[src/rtl/async_receiver_if.sv]
// Serial line plus parallel receive-side outputs of the UART receiver.
// The slave modport belongs to the receiver; master is the line/consumer side.
interface async_receiver_if;
    logic       RxD;
    logic [7:0] RxD_data;
    logic       RxD_data_ready;
    logic       RxD_frame_err;
    logic       RxD_busy;

    modport slave (
        input  RxD,
        output RxD_data,
        output RxD_data_ready,
        output RxD_frame_err,
        output RxD_busy
    );

    modport master (
        output RxD,
        input  RxD_data,
        input  RxD_data_ready,
        input  RxD_frame_err,
        input  RxD_busy
    );
endinterface

[src/rtl/async_receiver.sv]
// UART 8N1 receiver: oversampled, majority-filtered RxD, mid-bit sampling,
// one-cycle strobes for a good byte or a bad stop bit.
module async_receiver #(
    parameter int ClkFrequency = 25000000,
    parameter int Baud         = 115200,
    parameter int Oversampling = 8
) (
    input  logic            clk,
    input  logic            rst,
    async_receiver_if.slave rx
);
    localparam int DIV = ClkFrequency / (Baud * Oversampling);
    localparam int DW  = (DIV > 1) ? $clog2(DIV) : 1;
    localparam int OW  = $clog2(Oversampling);

    generate
        if (DIV < 1 || Oversampling < 4 || (Oversampling % 2) != 0) begin : g_bad_param
            $error("async_receiver: DIV must be >= 1 and Oversampling even and >= 4");
        end
    endgenerate

    typedef enum logic [2:0] {IDLE, START, DATA, STOP, BREAK} state_t;

    state_t          state_q, state_d;
    logic [DW-1:0]   div_cnt_q;
    logic            tick;
    logic [1:0]      sync_q;
    logic [2:0]      hist_q;
    logic            rx_bit;
    logic [OW-1:0]   os_cnt_q, os_cnt_d;
    logic [2:0]      bit_idx_q, bit_idx_d;
    logic [7:0]      shift_q, shift_d;
    logic [7:0]      data_q, data_d;
    logic            ready_q, ready_d;
    logic            err_q, err_d;

    assign tick   = (div_cnt_q == DW'(DIV - 1));
    assign rx_bit = (hist_q[0] & hist_q[1]) | (hist_q[0] & hist_q[2]) | (hist_q[1] & hist_q[2]);

    // Synchroniser and filter history reset to the idle (high) line level.
    always_ff @(posedge clk or posedge rst) begin
        if (rst) begin
            div_cnt_q <= '0;
            sync_q    <= 2'b11;
            hist_q    <= 3'b111;
        end else begin
            div_cnt_q <= tick ? '0 : div_cnt_q + DW'(1);
            sync_q    <= {sync_q[0], rx.RxD};
            if (tick)
                hist_q <= {hist_q[1:0], sync_q[1]};
        end
    end

    always_ff @(posedge clk or posedge rst) begin
        if (rst) begin
            state_q   <= IDLE;
            os_cnt_q  <= '0;
            bit_idx_q <= '0;
            shift_q   <= '0;
            data_q    <= '0;
            ready_q   <= 1'b0;
            err_q     <= 1'b0;
        end else begin
            state_q   <= state_d;
            os_cnt_q  <= os_cnt_d;
            bit_idx_q <= bit_idx_d;
            shift_q   <= shift_d;
            data_q    <= data_d;
            ready_q   <= ready_d;
            err_q     <= err_d;
        end
    end

    always_comb begin
        state_d   = state_q;
        os_cnt_d  = os_cnt_q;
        bit_idx_d = bit_idx_q;
        shift_d   = shift_q;
        data_d    = data_q;
        ready_d   = 1'b0;
        err_d     = 1'b0;
        if (tick) begin
            unique case (state_q)
                IDLE: begin
                    if (!rx_bit) begin
                        state_d  = START;
                        os_cnt_d = OW'(1);
                    end
                end
                START: begin
                    // Half a bit in, the line must still be low or it was a glitch.
                    if (os_cnt_q == OW'(Oversampling / 2)) begin
                        if (rx_bit) begin
                            state_d = IDLE;
                        end else begin
                            state_d   = DATA;
                            os_cnt_d  = '0;
                            bit_idx_d = '0;
                        end
                    end else begin
                        os_cnt_d = os_cnt_q + OW'(1);
                    end
                end
                DATA: begin
                    if (os_cnt_q == OW'(Oversampling - 1)) begin
                        shift_d  = {rx_bit, shift_q[7:1]};
                        os_cnt_d = '0;
                        if (bit_idx_q == 3'd7)
                            state_d = STOP;
                        else
                            bit_idx_d = bit_idx_q + 3'd1;
                    end else begin
                        os_cnt_d = os_cnt_q + OW'(1);
                    end
                end
                STOP: begin
                    if (os_cnt_q == OW'(Oversampling - 1)) begin
                        os_cnt_d = '0;
                        if (rx_bit) begin
                            data_d  = shift_q;
                            ready_d = 1'b1;
                            state_d = IDLE;
                        end else begin
                            err_d   = 1'b1;
                            state_d = BREAK;
                        end
                    end else begin
                        os_cnt_d = os_cnt_q + OW'(1);
                    end
                end
                BREAK: begin
                    // A line held low must return high before a new start is hunted.
                    if (rx_bit)
                        state_d = IDLE;
                end
                default: state_d = IDLE;
            endcase
        end
    end

    assign rx.RxD_data       = data_q;
    assign rx.RxD_data_ready = ready_q;
    assign rx.RxD_frame_err  = err_q;
    assign rx.RxD_busy       = (state_q != IDLE);
endmodule

[src/flat_wrapper.sv]
// flat-port wrapper written by rule: the top's interface ports become plain ports
module async_receiver_flat 
#(
    parameter int ClkFrequency = 25000000,
    parameter int Baud         = 115200,
    parameter int Oversampling = 8
)
  (clk, rst, rx_RxD, rx_RxD_data, rx_RxD_data_ready, rx_RxD_frame_err, rx_RxD_busy);
  async_receiver_if rx_i ();
  input  logic clk;
  input  logic rst;
  input wire logic [$bits(rx_i.RxD)-1:0] rx_RxD;
  output wire logic [$bits(rx_i.RxD_data)-1:0] rx_RxD_data;
  output wire logic [$bits(rx_i.RxD_data_ready)-1:0] rx_RxD_data_ready;
  output wire logic [$bits(rx_i.RxD_frame_err)-1:0] rx_RxD_frame_err;
  output wire logic [$bits(rx_i.RxD_busy)-1:0] rx_RxD_busy;
  assign rx_i.RxD = rx_RxD;
  assign rx_RxD_data = rx_i.RxD_data;
  assign rx_RxD_data_ready = rx_i.RxD_data_ready;
  assign rx_RxD_frame_err = rx_i.RxD_frame_err;
  assign rx_RxD_busy = rx_i.RxD_busy;
  async_receiver #(.ClkFrequency(ClkFrequency), .Baud(Baud), .Oversampling(Oversampling)) u_core (.clk(clk), .rst(rst), .rx(rx_i));
endmodule
[config.mk]
export PLATFORM = sky130hd
export DESIGN_NAME = async_receiver_flat
export DESIGN_NICKNAME = d
export VERILOG_FILES = /design/src/rtl/async_receiver_if.sv /design/src/rtl/async_receiver.sv /design/src/flat_wrapper.sv
export SDC_FILE = /design/constraint.sdc
export NUM_CORES = 1
export LEC_CHECK = 0
export CAP_MARGIN = 20
export CORE_AREA = 8 8 65 67
export DETAILED_ROUTE_END_ITERATION = 10
export DIE_AREA = 0 0 73 75
export MAX_ROUTING_LAYER = met4
export PLACE_DENSITY = 0.78
export SLEW_MARGIN = 5
export SYNTH_ARGS = -nofsm -noshare
export SYNTH_HDL_FRONTEND = slang
export SYNTH_SLANG_ARGS = --single-unit
[constraint.sdc]
create_clock -name clk -period 2.5 [get_ports clk]
set_clock_uncertainty 0.15 [all_clocks]
set_input_delay 0.625 -clock clk [delete_from_list [all_inputs] [get_ports clk]]
set_output_delay 0.625 -clock clk [all_outputs]
set_load 0.03 [all_outputs]
## Word-level counts from Yosys, hierarchy flattened

Cells that the tools add are included.

| word-level totals | value |
|---|---|
| bits in registers | 37 |
| bits in latches | 0 |
| bits in writable memories | 0 |
| bits in read-only memories | 0 |
| input bits | 3 |
| output and inout bits | 11 |
| logic and storage cells | 71 |
| memories | 0 |

| operators by class | value |
|---|---|
| add/sub/neg operators | 3 |
| multiply operators | 0 |
| div/mod/pow operators | 0 |
| order comparisons | 0 |
| equality and inequality tests | 17 |
| shift-type cells | 0 |
| multiplexer cells | 26 |
| bitwise logic cells | 5 |
| reductions and logical operators | 10 |

Operator list:

| operator | count |
|---|---|
| two-way mux 3 bit | 13 |
| case mux 3 bit (5 select lines) | 1 |
| equality test 3 bit, second input constant | 4 |
| inequality test 2 x 1 -> 1 bit, second input constant | 5 |
| case mux 3 bit (3 select lines) | 1 |
| two-way mux 1 bit | 8 |
| AND reduction 4 bit | 2 |
| AND reduction 7 bit | 1 |
| adder 3 x 1 -> 3 bit, second input constant | 2 |
| equality test 3 x 2 -> 1 bit, second input constant | 2 |
| inequality test 2 bit, second input constant | 3 |
| case mux 3 bit (2 select lines) | 1 |
| AND reduction 6 bit | 1 |
| nonzero test 3 bit | 2 |
| adder 5 x 1 -> 5 bit, second input constant | 1 |
| equality test 5 bit, second input constant | 1 |
| two-way mux 5 bit | 1 |
| bitwise AND 1 bit | 3 |
| equality test 3 x 1 -> 1 bit, second input constant | 1 |
| zero test 3 bit | 1 |
| inequality test 3 bit, second input constant | 1 |
| AND reduction 3 bit | 1 |
| two-way mux 2 bit | 1 |
| OR 1 bit | 2 |
| other kinds (2) | 2 |

## Depth between registers and ports, before layout

Gate-level depths: netlist of run 1.

| depth | value |
|---|---|
| depth in word-level cells | 7 |
| depth in mapped cells | 8 |
| depth with buffers taken out | 6 |

## Worst setup path before layout of run 1

No wires, ideal clock.

| path | value |
|---|---|
| path type | flip-flop to flip-flop |
| from | register u_core.div_cnt_q[0] |
| to | register u_core.data_q[0] (netlist: u_core.rx.RxD_data[0]) |
| setup time | 0.125 ns |
| arrival time | 1.673 ns |
| required time | 2.225 ns |
| path slack | 0.552 ns |
| cell stages (with the launch flop) | 9 |
| path through | dfrtp_1 -> inv_1 -> ha_1 -> and4b_1 -> buf_6 -> nand4_2 -> or2_1 -> buf_6 -> mux2_4 |

| on the way | value |
|---|---|
| longest elaborated chain between the ends | 2 |

RTL lines:

| element | line | source |
|---|---|---|
| from (decl) | async_receiver.sv:25 | `logic [DW-1:0] div_cnt_q;` |
| from (signal assigned) | async_receiver.sv:47 | `div_cnt_q <= tick ? '0 : div_cnt_q + DW'(1);` |
| equality test 5 bit | async_receiver.sv:37 | `assign tick = (div_cnt_q == DW'(DIV - 1));` |
| AND reduction 4 bit (no line) | - |  |
| to (signal assigned) | async_receiver.sv:68 | `data_q <= data_d;` |
| to (decl) | async_receiver.sv:33 | `logic [7:0] data_q, data_d;` |

No other way between the ends.
A chain may end at the register's enable or synchronous reset.

## Worst setup path in the final report of run 1

| path | value |
|---|---|
| from | register u_core.state_q[2] |
| to | output rx_RxD_busy |

| on the way | value |
|---|---|
| longest elaborated chain between the ends | 1 |

RTL lines:

| element | line | source |
|---|---|---|
| from (decl) | async_receiver.sv:24 | `state_t state_q, state_d;` |
| from (signal assigned) | async_receiver.sv:64 | `state_q <= state_d;` |
| nonzero test 3 bit | async_receiver.sv:144 | `assign rx.RxD_busy = (state_q != IDLE);` |
| to (decl) | flat_wrapper.sv:16 | `output wire logic [$bits(rx_i.RxD_busy)-1:0] rx_RxD_busy;` |

No other way between the ends.

==> results of run 1 <==
-- Yosys cell counts --
cell type | count | area, um2
bufbuf_16 | 1 | 32.5
mux2_1 | 1 | 11.3
xnor2_1 | 2 | 17.5
clkbuf_8 | 1 | 13.8
o221ai_2 | 1 | 15.0
mux2_2 | 13 | 146
o21ai_0 | 4 | 20.0
a211oi_2 | 1 | 12.5
nand4_2 | 1 | 12.5
mux2i_1 | 4 | 40.0
and4b_1 | 1 | 10.0
nor3b_1 | 1 | 7.51
buf_6 | 2 | 22.5
mux2_4 | 8 | 120
inv_1 | 8 | 30.0
nor2b_1 | 2 | 12.5
a22o_2 | 1 | 10.0
nand3_1 | 2 | 10.0
dfrtp_1 | 32 | 801
ha_1 | 7 | 87.6
o311ai_2 | 1 | 16.3
and3_1 | 1 | 6.26
nand4b_1 | 1 | 8.76
maj3_2 | 1 | 11.3
nor2_1 | 9 | 33.8
a21oi_1 | 4 | 20.0
and2b_1 | 2 | 15.0
or2_2 | 1 | 6.26
dfstp_2 | 5 | 131
nand2_1 | 15 | 56.3
or3_1 | 1 | 6.26
nand3_2 | 1 | 10.0
nor2b_2 | 1 | 8.76
or2_1 | 1 | 6.26
or3b_1 | 1 | 8.76
-- area by class of cell --
type,instances,share of cell area (%)
clock buffer,6,2.07
inverter,8,1.51
clock inverter,2,1.76
timing repair buffer,16,7.59
tap,46,2.89
multi-input combinational,89,37.5
sequential,37,46.7
-- flip-flops by register name, summed over array words and instances, names as in the netlist, 2 cells and up --
register / count
u_core.bit_idx_q: 3
u_core.div_cnt_q: 5
u_core.hist_q: 3
u_core.os_cnt_q: 3
u_core.rx.RxD_data: 8
u_core.shift_q: 8
u_core.state_q: 3
u_core.sync_q: 2
-- where the power goes --
| part | leakage [nW] | internal [mW] | total, mW | switching [mW] |
|---|---|---|---|---|
| logic | 0.473 | 0.00421 | 0.0158 | 0.0116 |
| clock network | 0.0422 | 0.210 | 0.392 | 0.182 |
| registers | 0.474 | 0.603 | 0.604 | 0.00108 |
-- layer usage --
layer | vias up | global-route usage (%)
met3 | 2 | 4.79
met4 | 0 | 5.33
met2 | 20 | 19.9
met1 | 511 | 12.6
met5 | - | -
li1 | 509 | -
-- cells by family (layout without fill, tap and decap cells) --
kind of cell / after synthesis / after routing
and+or+nand+nor: 41 / 41
muxes: 26 / 26
AOI/OAI and AO/OA: 12 / 12
DFF: 37 / 37
buffers and inverters: 12 / 32
adders and majority gates: 8 / 8
xor gates and xnor gates: 2 / 2
-- critical path: cells and delay by family (launching register included) --
family	cells	cell delay (ps)
and+or+nand+nor	1	330
DFF	1	500
buffers and inverters	1	360
-- path summary, 6_finish.rpt --
check / start / end / depth (start not counted)
max: u_core.state_q[2] / rx_RxD_busy / 2
min: u_core.sync_q[0] / u_core.sync_q[1] / 0
max reg2reg: u_core.div_cnt_q[0] / u_core.rx.RxD_data[7] / 6
min reg2reg: u_core.sync_q[0] / u_core.sync_q[1] / 0
max in group asynchronous: rst / u_core.hist_q[2] / 3
min in group asynchronous: rst / u_core.shift_q[7] / 3
-- through the flow --
step / utilization (%) / area (um2) / hold slack, ps
after detailed placement: 59.4 / 1920 / 200
after global routing: 61.7 / 1990 / 216
after global placement: 59.4 / 1920 / 197
after CTS: 61.7 / 1990 / 214
after floorplan: - / 1780 / 195
final: 61.7 / 1990 / 213
==> run summary, run 1 <==
slew margin rel.: 64.3%
register area: 932 um2
first-pass GRT wire length: 4.82 mm
top layer in use: met4
Post-CTS Setup Repair Bufs: 0
clk root buf: clkbuf_4
Final period util: 92.4%
worst setup margin: 191 ps
Peak VDD IR: 0.407 mV
Inserted Diodes: 0
setup_tns: 0 ps
Post-Synthesis Cells: 138
Vias/cell: 5.11
Synth Area in Adders: 5.56%
Worst-Margin Slew: 536 ps
Std-Cell Core Area: 3230 um2
CTS buffer count: 5
gr ovfl total: 0
Final Wtd Congestion: 0.847
Detail Route met3 WL: 118 um
# rows: 21
area taken by multi-input logic gates: 747 um2
Clock Latency Late Sink: 340 ps
pre-CTS setup slack: 300 ps
Detailed Route WL: 2.74 mm
area delta synth->final: 12.2%
H-tree levels: 2
synth unique cells: 35
Fin. Hold Viols: 0
Simple-Gate Fraction of Synth Area: 12.3%
layout cells sized above 1: 28.5%
Startpoint Class: flip-flop
power density over the cells: 507 nW/um2
vias: 1042
most frequent cells in the layout: dfrtp_1, nand2_1, mux2_2
Clock transition at path regs: 110 ps
mapped cell area: 1780 um2
post-CTS sizing: 1
Req. time, crit path: 1730 ps
Pins Over Slew Limit: 0
io pins: 14
first drt pass iteration count: 4
DRC: 0
antenna violations before repair: 0
critical-path cell list: or3_1, dlygate4sd2_1
met2 wire len: 1.42 mm
Leak: 0.989 nW
Horiz. Die Dim: 73 um
number of max-cap violations: 0
Tot GR Track Use: 12.1%
critical path fanouts, max: 9
met1 WL: 1.18 mm
Hold Path Class: flip-flop to flip-flop
Fmax: 433 MHz
unrepaired setup endpoints after global routing: false
Initial Utilization: 55.0%
# hold bufs at CTS: 0
Slowest Stage Delay on Critical Path: 500 ps
Final Total Pwr: 1.01 mW
Max stage delay cell, worst path: dfrtp_1
CTS tree: done
Syn Area/Cell: 12.9 um2
outcome: finished, final reports clean
Synth Register Bits: 37
DRT iter0 DRCs: 53
Setup CP Type: flip-flop to output pin
fin crit period: 2310 ps
final net count: 167
fill count: 274
dpl cells: 196
largest net degree at the start of global routing: 38
final setup fails: 0
most common cell after layout, fill and taps aside: dfrtp_1
Die Y: 75 um
sequential area share after synthesis: 52.4%
Synthesized Nets: 148
CTS sink cnt: 37
yosys warns: 0
number of global-route vias before repair: 1098
dpl hpwl: 2.00 mm
IO buf count: 13
complex-gate fraction of the synthesized area: 5.28%
die area: 5480 um2
wire per inst: 13.4 um
post-synthesis mux area share: 17.9%
R2R setup slack: 410 ps
CP Capture Type: output pin
largest family of logic cells by synthesized area: multiplexers
Worst EP arrival: 1530 ps
CTS Buffer Depth: 2
Detail Route Antenna Nets: 0
xor/xnor share of the synthesized area: 0.985%
Non-Filler Instances: 204
No activity file was read; power rests on OpenSTA's default activity.
==> inputs of run 2 (changes only) <==
- CTS_BUF_LIST: unset -> sky130_fd_sc_hd__clkbuf_4 sky130_fd_sc_hd__clkbuf_8 sky130_fd_sc_hd__clkbuf_16
==> run summary, run 2 (synthesis gave the netlist of run 1 again) <==
slew margin rel.: 64.3% (about the same)
Vias/cell: 5.10 (about the same)
CTS Buffer Depth: 2 (unchanged)
first-pass GRT wire length: 4.82 mm (unchanged)
die area: 5480 um2 (unchanged)
Worst EP arrival: 1540 ps (about the same)
CTS buffer count: 5 (unchanged)
Horiz. Die Dim: 73 um (unchanged)
Pins Over Slew Limit: 0 (unchanged)
dpl hpwl: 2.00 mm (unchanged)
H-tree levels: 2 (unchanged)
area taken by multi-input logic gates: 747 um2 (unchanged)
Slowest Stage Delay on Critical Path: 500 ps (about the same)
Comb pwr share: 1.5% (about the same)
Int Power: 827 uW (+1.3%)
area delta synth->final: 12.4%
gr ovfl total: 0 (unchanged)
Max stage delay cell, worst path: dfrtp_1
IO buf count: 13 (unchanged)
Worst-Margin Slew: 536 ps (-0.0115 ps)
most frequent cells in the layout: dfrtp_1, nand2_1, mux2_2
Req. time, crit path: 1730 ps (about the same)
Fmax: 433 MHz (-0.13%)
CTS tree: done
sequential share of power: 59.1% (-0.6 points)
Inserted Diodes: 0 (unchanged)
power density over the cells: 512 nW/um2 (+0.91%)
Psw: 195 uW (+0.12%)
critical path fanouts, max: 9 (unchanged)
wire per inst: 13.5 um (+0.26%)
Clock Latency Late Sink: 340 ps (about the same)
gate family responsible for the most delay along the worst path: flip-flops
Sw Share: 19.1% (-0.19 points)
antenna violations before repair: 0 (unchanged)
fin crit period: 2310 ps (+2.97 ps)
layout cells sized above 1: 29.1% (+0.63 points)
final setup fails: 0 (unchanged)
Final period util: 92.5% (+0.12 points)
Startpoint Class: flip-flop
DRT iter0 DRCs: 48 (-9.4%)
CP bufs+invs: 1 (unchanged)
Detail Route Antenna Nets: 0 (unchanged)
fill count: 274 (unchanged)
clk root buf: clkbuf_4
first drt pass iteration count: 4 (unchanged)
Fin. Hold Viols: 0 (unchanged)
register area: 932 um2 (unchanged)
vias: 1041 (-0.096%)
Initial Utilization: 55.0% (unchanged)
critical-path cell list: or3_1, dlygate4sd2_1
CTS sink cnt: 37 (unchanged)
# hold bufs at CTS: 0 (unchanged)
Die Y: 75 um (unchanged)
post-CTS sizing: 1 (unchanged)
Detailed Route WL: 2.75 mm (+0.26%)
Setup CP Type: flip-flop to output pin
number of max-cap violations: 0 (unchanged)
Final Wtd Congestion: 0.847 (unchanged)
Leak: 0.992 nW (+0.35%)
DRC: 0 (unchanged)
Final Hold Slack: 213 ps (unchanged)
# rows: 21 (unchanged)
clock power share: 39.4% (+0.7 points)
Std-Cell Core Area: 3230 um2 (unchanged)
Tot GR Track Use: 12.1% (unchanged)
io pins: 14 (unchanged)
number of global-route vias before repair: 1098 (unchanged)
unrepaired setup endpoints after global routing: false
CP Capture Type: output pin
most common cell after layout, fill and taps aside: dfrtp_1
Peak VDD IR: 0.408 mV (+0.13%)
Clock transition at path regs: 110 ps (about the same)
final net count: 167 (unchanged)
setup_tns: 0 ps (unchanged)
outcome: finished, final reports clean
Hold Path Class: flip-flop to flip-flop
largest net degree at the start of global routing: 38 (unchanged)
Post-CTS Setup Repair Bufs: 0 (unchanged)
==> run 2: power groups by stage <==
stage,combinational (mW),clock (mW),sequential [mW]
global placement,0.0162,0,0.615
detailed placement,0.0168,0,0.615
CTS,0.0169,0.419,0.604
floorplan,0.00942,0,0.615
finish,0.0158,0.403,0.604
global route,0.0190,0.445,0.604
==> run 2: worst register-to-register path, cell delays in order, from the launching register on <==
cell	delay, ps
dfrtp_1	420
inv_1	70
ha_1	170
and4b_1	240
nand4_2	120
or2_1	430
mux2_4	380
==> run 2: worst paths after layout <==
check | end | from | slack [ps] | cells after the start
min in group asynchronous | u_core.shift_q[7] | rst | 530 | 3
worst min-delay path | u_core.sync_q[1] | u_core.sync_q[0] | 210 | 0
max in group asynchronous | u_core.hist_q[2] | rst | 1320 | 3
worst max register to register | u_core.rx.RxD_data[7] | u_core.div_cnt_q[0] | 410 | 6
worst min register to register | u_core.sync_q[1] | u_core.sync_q[0] | 210 | 0
worst max-delay path | rx_RxD_busy | u_core.state_q[2] | 190 | 2
==> run 2: per-layer routing <==
metal  GRT usage, %  vias up  routed length (um)  part of all wire (%)
li1               -      509                   -                     -
met1           12.6      512                1180                    43
met2           19.9       18                1420                    52
met3           4.79        2                 113                   4.1
met4           5.33        0                  25                  0.91
met5              -        -                   0                     0
==> run 2: cell type report <==
type	count	area share, %
timing repair buffer	16	7.58
clock inverter	2	1.75
sequential	37	46.6
clock buffer	6	2.25
multi-input combinational	89	37.4
inverter	8	1.50
tap	46	2.88
==> run 2: per-stage QoR <==
stage | setup slack [ps] | instances | power, mW | utilization, % | instance area [um2]
6_report | 188 | 204 | 1.02 | 61.8 | 2000
5_1_grt | 119 | 204 | 1.07 | 61.8 | 2000
4_1_cts | 165 | 204 | 1.04 | 61.8 | 2000
3_5_place_dp | 300 | 196 | 0.632 | 59.4 | 1920
3_3_place_gp | 321 | 196 | 0.631 | 59.4 | 1920
2_1_floorplan | 552 | 138 | 0.624 | - | 1780
==> inputs of run 3 (changes only) <==
- CORE_AREA: 8 8 65 67 -> 8 8 69 71
- DIE_AREA: 0 0 73 75 -> 0 0 77 79
- PLACE_DENSITY: 0.78 -> 0.69
- clock period: 2.5 -> 2.3 ns (I/O delays scaled with it)
==> run summary, run 3 (synthesis gave the netlist of run 1 again) <==
first drt pass iteration count: 4 (unchanged)
Final Hold Slack: 214 ps (+0.849 ps)
area delta synth->final: 15.5%
pre-CTS setup slack: 220 ps (-79.7 ps)
Vias/cell: 5.14 (+0.78%)
placed instance area: 1940 um2 (+1.0%)
Worst EP arrival: 1380 ps (-160 ps)
gr ovfl total: 0 (unchanged)
Max stage delay cell, worst path: dfrtp_1
CTS tree: done
# rows: 23 (+9.5%)
Inserted Diodes: 0 (unchanged)
Pins Over Slew Limit: 0 (unchanged)
Fin. Hold Viols: 0 (unchanged)
fin crit period: 2100 ps
unrepaired setup endpoints after global routing: false
CTS buffer count: 5 (unchanged)
Tot GR Track Use: 11.3% (-0.83 points)
CTS Buffer Depth: 2 (unchanged)
most frequent cells in the layout: dfrtp_1, nand2_1, mux2_2
Initial Utilization: 46.8% (-8.2 points)
Slowest Stage Delay on Critical Path: 380 ps (-120 ps)
CP Capture Type: output pin
Final Wtd Congestion: 0.841 (-0.72%)
clock power share: 45.6% (+6.2 points)
Sw Share: 20.5% (+1.5 points)
Detailed Route WL: 3.02 mm (+9.8%)
setup_tns: 0 ps (unchanged)
Leak: 1.01 nW (+2.0%)
final setup fails: 0 (unchanged)
register area: 932 um2 (unchanged)
most common cell after layout, fill and taps aside: dfrtp_1
slew margin rel.: 65.4% (+1.1 points)
Final period util: 91.5%
first-pass GRT wire length: 5.29 mm (+9.7%)
Detail Route Antenna Nets: 0 (unchanged)
Psw: 254 uW (+30%)
Clock Latency Late Sink: 290 ps (-50 ps)
number of max-cap violations: 0 (unchanged)
area taken by multi-input logic gates: 747 um2 (unchanged)
Comb pwr share: 1.4% (about the same)
Startpoint Class: flip-flop
sequential share of power: 53.0% (-6.1 points)
DRT iter0 DRCs: 57 (+19%)
Req. time, crit path: 1570 ps (-160 ps)
Hold Path Class: flip-flop to flip-flop
Clock transition at path regs: 80 ps (-30 ps)
Die Y: 79 um (+5.3%)
die area: 6080 um2 (+11%)
final net count: 169 (+1.2%)
Setup CP Type: flip-flop to output pin
antenna violations before repair: 0 (unchanged)
Post-CTS Setup Repair Bufs: 0 (unchanged)
io pins: 14 (unchanged)
CTS sink cnt: 37 (unchanged)
Fmax: 475 MHz
Worst-Margin Slew: 519 ps (-16.5 ps)
vias: 1080 (+3.7%)
outcome: finished, final reports clean
H-tree levels: 2 (unchanged)
largest net degree at the start of global routing: 38 (unchanged)
Peak VDD IR: 0.378 mV (-7.2%)
DRC: 0 (unchanged)
layout cells sized above 1: 30.0% (+0.89 points)
critical path fanouts, max: 2 (-7)
number of global-route vias before repair: 1106 (+0.73%)
power density over the cells: 603 nW/um2 (+18%)
Horiz. Die Dim: 77 um (+5.5%)
wire per inst: 14.4 um (+6.6%)
fill count: 330 (+20%)
Std-Cell Core Area: 3800 um2 (+18%)
IO buf count: 13 (unchanged)
critical-path cell list: or3_1, dlygate4sd2_1
design area: 2050 um2 (+2.8%)
dpl hpwl: 2.20 mm (+10%)
Int Power: 984 uW (+19%)
worst setup margin: 196 ps (+7.71 ps)
clk root buf: clkbuf_8
## run 3: cell types whose count changed in the layout (fill, tap and decap cells not counted)
cell	previous run	this run
clkinv_4	0	1
clkinv_2	1	0
clkbuf_8	0	5
buf_4	3	5
clkinvlp_4	0	1
clkbuf_4	6	0
## run 3: through the flow
stage / util [%] / instances / total power [mW]
finish: 54.1 / 210 / 1.24
global route: 54.1 / 210 / 1.29
global placement: 51.1 / 202 / 0.686
detailed placement: 51.1 / 202 / 0.688
CTS: 54.1 / 210 / 1.25
floorplan: - / 138 / 0.679
## run 3: power by group through the flow
stage                     Sequential [mW]  Combinational [mW]  Clock [mW]
after detailed placement            0.669              0.0187           0
after floorplan                     0.668              0.0102           0
final                               0.656              0.0174       0.564
after global placement              0.669              0.0178           0
after global routing                0.657              0.0212       0.609
after CTS                           0.656              0.0186       0.579
## run 3: final timing paths
kind | startpoint | endpoint | slack (ps) | cells after the start
hold / removal | u_core.sync_q[0] | u_core.sync_q[1] | 210 | 0
min in group asynchronous | rst | u_core.shift_q[6] | 540 | 3
setup / recovery | u_core.state_q[1] | rx_RxD_busy | 200 | 2
max in group asynchronous | rst | u_core.sync_q[0] | 1110 | 3
hold reg to reg | u_core.sync_q[0] | u_core.sync_q[1] | 210 | 0
setup reg to reg | u_core.os_cnt_q[0] | u_core.rx.RxD_data[0] | 210 | 5
## run 3: what timing repair did
| action | CTS | global route |
|---|---|---|
| setup endpoints to repair | 1 | 0 |
| hold buffers | 0 | 0 |
| resized for setup | 1 | 0 |
## run 3: area by class of cell
type                       count  share of cell area, %
multi-input combinational     89                   36.4
tap                           50                   3.05
inverter                       8                   1.46
sequential                    37                   45.4
clock inverter                 3                   2.25
timing repair buffer          18                   8.10
clock buffer                   5                   3.35
## run 3: layer usage
metal  vias up  GRT usage (%)  routed length (um)
li1        517              -                   -
met1       539           12.7                1300
met2        17           18.0                1550
met3         7           3.61                 108
met4         0           5.09                  54
met5         -              -                   0
## run 3: worst max-delay path, delay by kind of cell, from the launching register on
| kind | cells | cell delay (ps) |
|---|---|---|
| buffers and inverters | 1 | 360 |
| flip-flops | 1 | 380 |
| AND/OR/NAND/NOR | 1 | 350 |
